$ cat src/rtl/imem_loader.sv
// Program loader: assembles a little-endian byte stream into 32-bit words and writes them to instruction memory.
// Optional trailing XOR checksum byte is enabled by defining IMEM_LOADER_CHECKSUM_EN.
module imem_loader #(
  parameter int MEM_SIZE = 256,
  parameter int CNT_W    = 16
) (
  input  logic        clk,
  input  logic        rst_n,
  input  logic        start,
  input  logic [7:0]  rx_data,
  input  logic        rx_valid,
  output logic        rx_ready,
  output logic        mem_we,
  output logic [31:0] mem_addr,
  output logic [31:0] mem_wdata,
  output logic        busy,
  output logic        done,
  output logic        err,
  output logic        cpu_rst_n
);

  localparam logic [2:0] ST_IDLE = 3'd0;
  localparam logic [2:0] ST_HDR  = 3'd1;
  localparam logic [2:0] ST_DATA = 3'd2;
  localparam logic [2:0] ST_FIN  = 3'd4;
`ifdef IMEM_LOADER_CHECKSUM_EN
  localparam logic [2:0] ST_CSUM = 3'd3;
`endif

  localparam logic [CNT_W:0] MEM_WORDS = (CNT_W+1)'(MEM_SIZE);

  logic [2:0]       state;
  logic [1:0]       byte_idx;
  logic [CNT_W-1:0] word_idx;
  logic [CNT_W-1:0] len;
  logic [23:0]      word_buf;
`ifdef IMEM_LOADER_CHECKSUM_EN
  logic [7:0]       csum;
`endif

  logic             xfer;
  logic [31:0]      word;
  logic [CNT_W-1:0] hdr_len;
  logic             last_byte;
  logic             last_word;
  logic             in_range;

  // Byte handshake and the word being completed by the current byte (header or data).
  always_comb begin
    xfer      = rx_valid && rx_ready;
    word      = {rx_data, word_buf};
    hdr_len   = word[CNT_W-1:0];
    last_byte = (byte_idx == 2'd3);
    last_word = (word_idx == (len - {{(CNT_W-1){1'b0}}, 1'b1}));
    in_range  = ({1'b0, word_idx} < MEM_WORDS);
  end

  // Load sequencer; all outputs are registered here.
  always_ff @(posedge clk or negedge rst_n) begin
    if (!rst_n) begin
      state     <= ST_IDLE;
      byte_idx  <= 2'd0;
      word_idx  <= '0;
      len       <= '0;
      word_buf  <= 24'd0;
      rx_ready  <= 1'b0;
      mem_we    <= 1'b0;
      mem_addr  <= 32'd0;
      mem_wdata <= 32'd0;
      busy      <= 1'b0;
      done      <= 1'b0;
      err       <= 1'b0;
      cpu_rst_n <= 1'b1;
`ifdef IMEM_LOADER_CHECKSUM_EN
      csum      <= 8'd0;
`endif
    end else begin
      mem_we <= 1'b0;
      case (state)
        ST_IDLE: begin
          if (start) begin
            done      <= 1'b0;
            err       <= 1'b0;
            busy      <= 1'b1;
            cpu_rst_n <= 1'b0;
            rx_ready  <= 1'b1;
            byte_idx  <= 2'd0;
            word_idx  <= '0;
            len       <= '0;
`ifdef IMEM_LOADER_CHECKSUM_EN
            csum      <= 8'd0;
`endif
            state     <= ST_HDR;
          end
        end
        ST_HDR: begin
          if (xfer) begin
            byte_idx <= byte_idx + 2'd1;
            if (last_byte) begin
              len <= hdr_len;
              if ({1'b0, hdr_len} > MEM_WORDS) begin
                err <= 1'b1;
              end
              if (hdr_len == '0) begin
`ifdef IMEM_LOADER_CHECKSUM_EN
                state    <= ST_CSUM;
`else
                rx_ready <= 1'b0;
                state    <= ST_FIN;
`endif
              end else begin
                state <= ST_DATA;
              end
            end else begin
              word_buf[{byte_idx, 3'b000} +: 8] <= rx_data;
            end
          end
        end
        ST_DATA: begin
          if (xfer) begin
            byte_idx <= byte_idx + 2'd1;
`ifdef IMEM_LOADER_CHECKSUM_EN
            csum     <= csum ^ rx_data;
`endif
            if (last_byte) begin
              // Words past the end of memory are swallowed; address/data keep their last written values.
              if (in_range) begin
                mem_we    <= 1'b1;
                mem_wdata <= word;
                mem_addr  <= 32'({word_idx, 2'b00});
              end
              word_idx <= word_idx + {{(CNT_W-1){1'b0}}, 1'b1};
              if (last_word) begin
`ifdef IMEM_LOADER_CHECKSUM_EN
                state    <= ST_CSUM;
`else
                rx_ready <= 1'b0;
                state    <= ST_FIN;
`endif
              end
            end else begin
              word_buf[{byte_idx, 3'b000} +: 8] <= rx_data;
            end
          end
        end
`ifdef IMEM_LOADER_CHECKSUM_EN
        ST_CSUM: begin
          if (xfer) begin
            if (rx_data != csum) begin
              err <= 1'b1;
            end
            rx_ready <= 1'b0;
            state    <= ST_FIN;
          end
        end
`endif
        ST_FIN: begin
          busy      <= 1'b0;
          done      <= 1'b1;
          cpu_rst_n <= 1'b1;
          rx_ready  <= 1'b0;
          state     <= ST_IDLE;
        end
        default: begin
          busy      <= 1'b0;
          cpu_rst_n <= 1'b1;
          rx_ready  <= 1'b0;
          state     <= ST_IDLE;
        end
      endcase
    end
  end

endmodule

$ cat config.mk
export PLATFORM = sky130hd
export DESIGN_NAME = imem_loader
export DESIGN_NICKNAME = d
export VERILOG_FILES = /design/src/rtl/imem_loader.sv
export SDC_FILE = /design/constraint.sdc
export NUM_CORES = 1
export LEC_CHECK = 0
export ABC_CLOCK_PERIOD_IN_PS = 8500
export CORE_UTILIZATION = 58
export DETAILED_ROUTE_END_ITERATION = 8
export GPL_ROUTABILITY_DRIVEN = 0
export PLACE_DENSITY = 0.95
export RECOVER_POWER = 50
export SLEW_MARGIN = 20
export SYNTH_ARGS = -nofsm -noshare
export SYNTH_HDL_FRONTEND = slang
export SYNTH_SLANG_ARGS = --single-unit
$ cat constraint.sdc
create_clock -name clk -period 8.5 [get_ports clk]
set_input_delay 1.275 -clock clk [delete_from_list [all_inputs] [get_ports clk]]
set_output_delay 1.275 -clock clk [all_outputs]
set_load 0.02 [all_outputs]
# After elaboration in Yosys (flattened, before gate mapping)
# Cells that the tools add are included.
# totals
regBits,115
input_bits,12
output_inout_bits,70
# classes
n_addsub,4
order_cmp,2
eq_ne,14
shifts,2
muxes,39
bitwise,2
reduce_logical,18
# op_table
cell,count
$mux 16,5
$pmux 16 s2,2
$bwmux 24,1
$shift 8x7->24 const A,1
$shiftx 8x7->24,1
$mux 3,7
$add 16x1->16 const B,1
$eq 16x16->1,1
$gt 16x9->1 const B,1
$logic_not 16->1,1
$lt 16x9->1 const B,1
$ne 2x2->1 const B,8
$sub 16x1->16 const B,1
$mux 1,15
$reduce_and 4->1,3
$pmux 3 s3,1
$pmux 1 s2,4
$reduce_bool 2->1,4
$neg 5->7,1
$reduce_and 7->1,1
$reduce_and 3->1,2
$reduce_and 6->1,1
$reduce_and 5->1,1
$mux 2,2
13 further kinds,15

# Logic depth before layout (Yosys ltp)
# logic_depth
word_depth,6
mapped_depth,10

# Worst setup path after synthesis
# OpenSTA, ideal clock, no wires.
# synth_timing
path_kind,reg2reg
start,register len[0]
end,register state[2]
arrival_time_ps,2760
t_required_ps,8393
slack_ps,5633
stages_incl_launch_ff,11
cell_sequence,dfrtp_1 > inv_1 > ha_1 > buf_2 > or4b_4 > or4_4 > a211o_1 > nand3_1 > o21ai_1 > or3_4 > a2111oi_4
# synth_between
elab_chain_cells,4
# synth_rtl
item,line_no,text
from (decl),35,logic [CNT_W-1:0] len;
from (signal assigned),100,len <= hdr_len;
$sub 16x1->16,54,"last_word = (word_idx == (len - {{(CNT_W-1){1'b0}}, 1'b1}));"
$eq 16x16->1,54,
$ne 2x2->1 (no line),-,
$reduce_and 6->1 (no line),-,
to (signal assigned),61,state <= ST_IDLE;
to (signal assigned),93,state <= ST_HDR;
to (signal assigned),109,state <= ST_FIN;
to (decl),32,logic [2:0] state;
# No other way between the ends.
# A chain may end at the register's enable or synchronous reset.

# Worst setup path after layout
# layout_timing
start,input rx_valid
end,register mem_wdata[1]
# layout_between
elab_chain_cells,2
# layout_rtl
item,line_no,text
from (decl),11,"input logic rx_valid,"
$logic_and 1x1->1,50,xfer = rx_valid && rx_ready;
$reduce_and 4->1 (no line),-,
to (signal assigned),129,mem_wdata <= word;
to (decl),15,"output logic [31:0] mem_wdata,"
# No other way between the ends.

==> qor.yml <==
clock_tree:
  htree_num_levels: 4
  cts_tree: "yes"
  clock-sinks: 115
  ctsResizeCount: 0
  cts_root_buf: "clkbuf_8"
  clkTransAtPathRegs_ns: 0.06
  clkLatencyLatePin_ns: 0.53
  postCtsHoldBufs: 0
  cts_buffers: 17
  clock_path_buffers: 2
  postCtsSetupBuffers: 0
detailed_routing:
  drcViolationCount: 0
  drt-pass1-iter-count: 6
  drtAntennaViolNets: 0
  dr_total_vias: 4847
  drt_iter0_drc: 606
  wl_per_cell_um: 18.1
  wirelength_um: 14500
  vias_per_cell: 6.07
critical_path:
  critical_path_class: "in -> reg"
  startpoint_type: "input pin"
  worstPathArrival_ns: 4.68
  slowest_delay_ns: 0.85
  path_max_fanout: 49
  critPathSlowestCell: "nand3_2"
  cp_data_required_time_ns: 8.95
  worstSetupEndpointType: "register"
  crit_chain: "dlygate4sd3_1 > nand3_1 > nor3_1 > nand3_2 > inv_1 > buf_4 > nand2_1 > nand2_1"
  critPathMostFrequentCell: "nand2_1"
outcome:
  status: "complete, but fails checks"
  violations: "max-capacitance violations, max-slew violations"
sta:
  hold_viol: 0
  fmax_ghz: 0.237
  worst_pin_slew_ns: 1.76
  finalCritPeriodShare: 0.497
  setup-violations-final: 0
  skew_ns: 0.0145
  tns_ns: 0
  hold_slack_ns: 0.478
  fin_crit_ns: 4.22
  slew_viol_final: 35
  rsz0062_at_grt: "false"
  timing.final.ws_setup_ns: 4.28
  slew_headroom: -0.176
finish:
  nFillCells: 576
  fin_util: 0.727
  synthToLayoutAreaGrowth_pct: 22.4
  drive_above_1_share: 0.0640
  final_nets: 694
  diodes: 0
die:
  dieArea_um2: 9810
  rows: 35
  ios: 82
  die_x_um: 99.1
  core-area_um2: 9200
  start_util: 0.594
  dieHeight_um: 99.1
yosys:
  synth-seq-area-share: 0.527
  synth_xor_area_frac: 0.0513
  synth_seq_cells: 115
  async_reset_ff_frac: 1.00
  netlist_area_um2: 5460
  syn_area_per_cell_um2: 8.84
  synth_adder_area_share: 0.0160
  synth-simple-area-share: 0.263
  synthMuxAreaShare: 0.00389
  synth_flop_cell: "dfrtp_1"
  synth-compound-area-share: 0.0859
  synth_top_family_by_area: "simple AND/OR/NAND/NOR gates"
  netlist_instances: 618
  ys.warnings.count: 0
  synth_edf_count: 0
  yosysUniqueCellTypes: 49
power:
  powerDensity_nw_per_um2: 315
  power_leakage_nw: 3.19
  vdd_drop_max_mv: 0.184
  finalPower_mw: 2.11
place:
  port_buffers: 65
  hpwl_um: 8530
  post-place-ws_ns: 3.93
hold_path:
  hold_path.class: "reg -> reg"
global_route:
  antenna_found_initial: 0
  grt_pass1_wl_um: 24200
  first_global_vias: 4747
  grt_overflow: 0
  grt_use_total: 0.321
  grt_max_degree: 83
job:
  drv_cap: 1
## metal layers
metal  global-route usage  wire length [um]  share of wire
met5                    0                 0              0
met1                0.401              5560           0.38
met2                0.536              7280           0.50
met4                0.152               552          0.038
met3               0.0688              1090          0.075
## placed cells by master, fill, tap and decap left out, drive strengths merged, types with 12 or more instances in the layout
master | Yosys | final
clkbuf | 26 | 21
xnor2 | 16 | 16
o21ai | 49 | 49
xor2 | 16 | 16
dfrtp | 114 | 114
inv | 12 | 13
nand2 | 217 | 217
clkdlybuf4s50 | 0 | 56
conb | 1 | 16
nor2 | 34 | 34
nand3 | 12 | 12
## flip-flops by register name, indices dropped and copies added, names as in the netlist
name and count:
mem_addr 16, mem_wdata 32, word_idx 16, byte_idx 2, word_buf 24, len 16
mem_we 1, busy 1, done 1, cpu_rst_n 1, state 3, err 1
rx_ready 1
## final timing paths
path / startpoint / to / slack (ns) / cells past startpoint
worst max-delay path: rx_valid / mem_wdata[1] / 4.28 / 8
min in group asynchronous: rst_n / state[2] / 1.22 / 1
worst min register to register: mem_wdata[6] / mem_wdata[6] / 0.48 / 2
max in group asynchronous: rst_n / mem_wdata[16] / 5.79 / 2
worst min-delay path: mem_wdata[6] / mem_wdata[6] / 0.48 / 2
worst max register to register: byte_idx[0] / mem_wdata[1] / 4.89 / 8
## cells in the mapped netlist (2+ instances only)
library cell    n  area share
nand2_1       217        0.15
buf_4          17       0.023
or4_1           3      0.0041
a22o_1          2      0.0032
clkbuf_1       26       0.018
xnor2_1        16       0.026
a21oi_1         7      0.0064
nor2_1         34       0.023
xor2_1         16       0.026
dfrtp_1       114        0.52
nand3_1        12       0.011
nor4_1         11       0.013
o21ai_0        48       0.044
inv_1          12      0.0082
a31o_2          2      0.0032
nand2b_1        6      0.0069
a21o_1          3      0.0041
a31oi_1         3      0.0034
nor3_1          8      0.0073
and3_1          4      0.0046
nand4_1         7      0.0080
nand3b_1        3      0.0041
nor3b_1         6      0.0082
and2_1          8      0.0092
o211ai_1        2      0.0027
ha_1            7       0.016
a211o_1         2      0.0032
## area by class of cell
type	instances	area, um^2	area share
clock buffer	20	435	0.0651
clock inverter	12	156	0.0234
inverter	12	45.0	0.00673
multi-input combinational	461	2360	0.353
sequential	115	2880	0.430
tap	111	139	0.0208
timing repair buffer	68	671	0.100
## where the power goes
part           internal (mW)  switching [mW]
clock                  0.454           0.259
sequential             0.635           0.119
combinational          0.253           0.389
## critical path, delay by kind of cell
family | cells | cell delay [ns]
buffers and inverters | 3 | 1.65
AND/OR/NAND/NOR | 5 | 1.73
## kinds of logic after synthesis
group,count (synthesis)
multiplexers,2
other,1
AO/OA/AOI/OAI,77
AND/OR/NAND/NOR,327
adder cells (fa/ha/maj),7
flip-flops,115
buffers and inverters,57
XOR/XNOR,32
## stage by stage
stage               instance area [um^2]  instances
global route                        6690        799
floorplan                           5520        633
global placement                    6090        767
detailed placement                  6090        767
CTS                                 6680        799
finish                              6690        799
No activity file was read; power rests on OpenSTA's default activity.
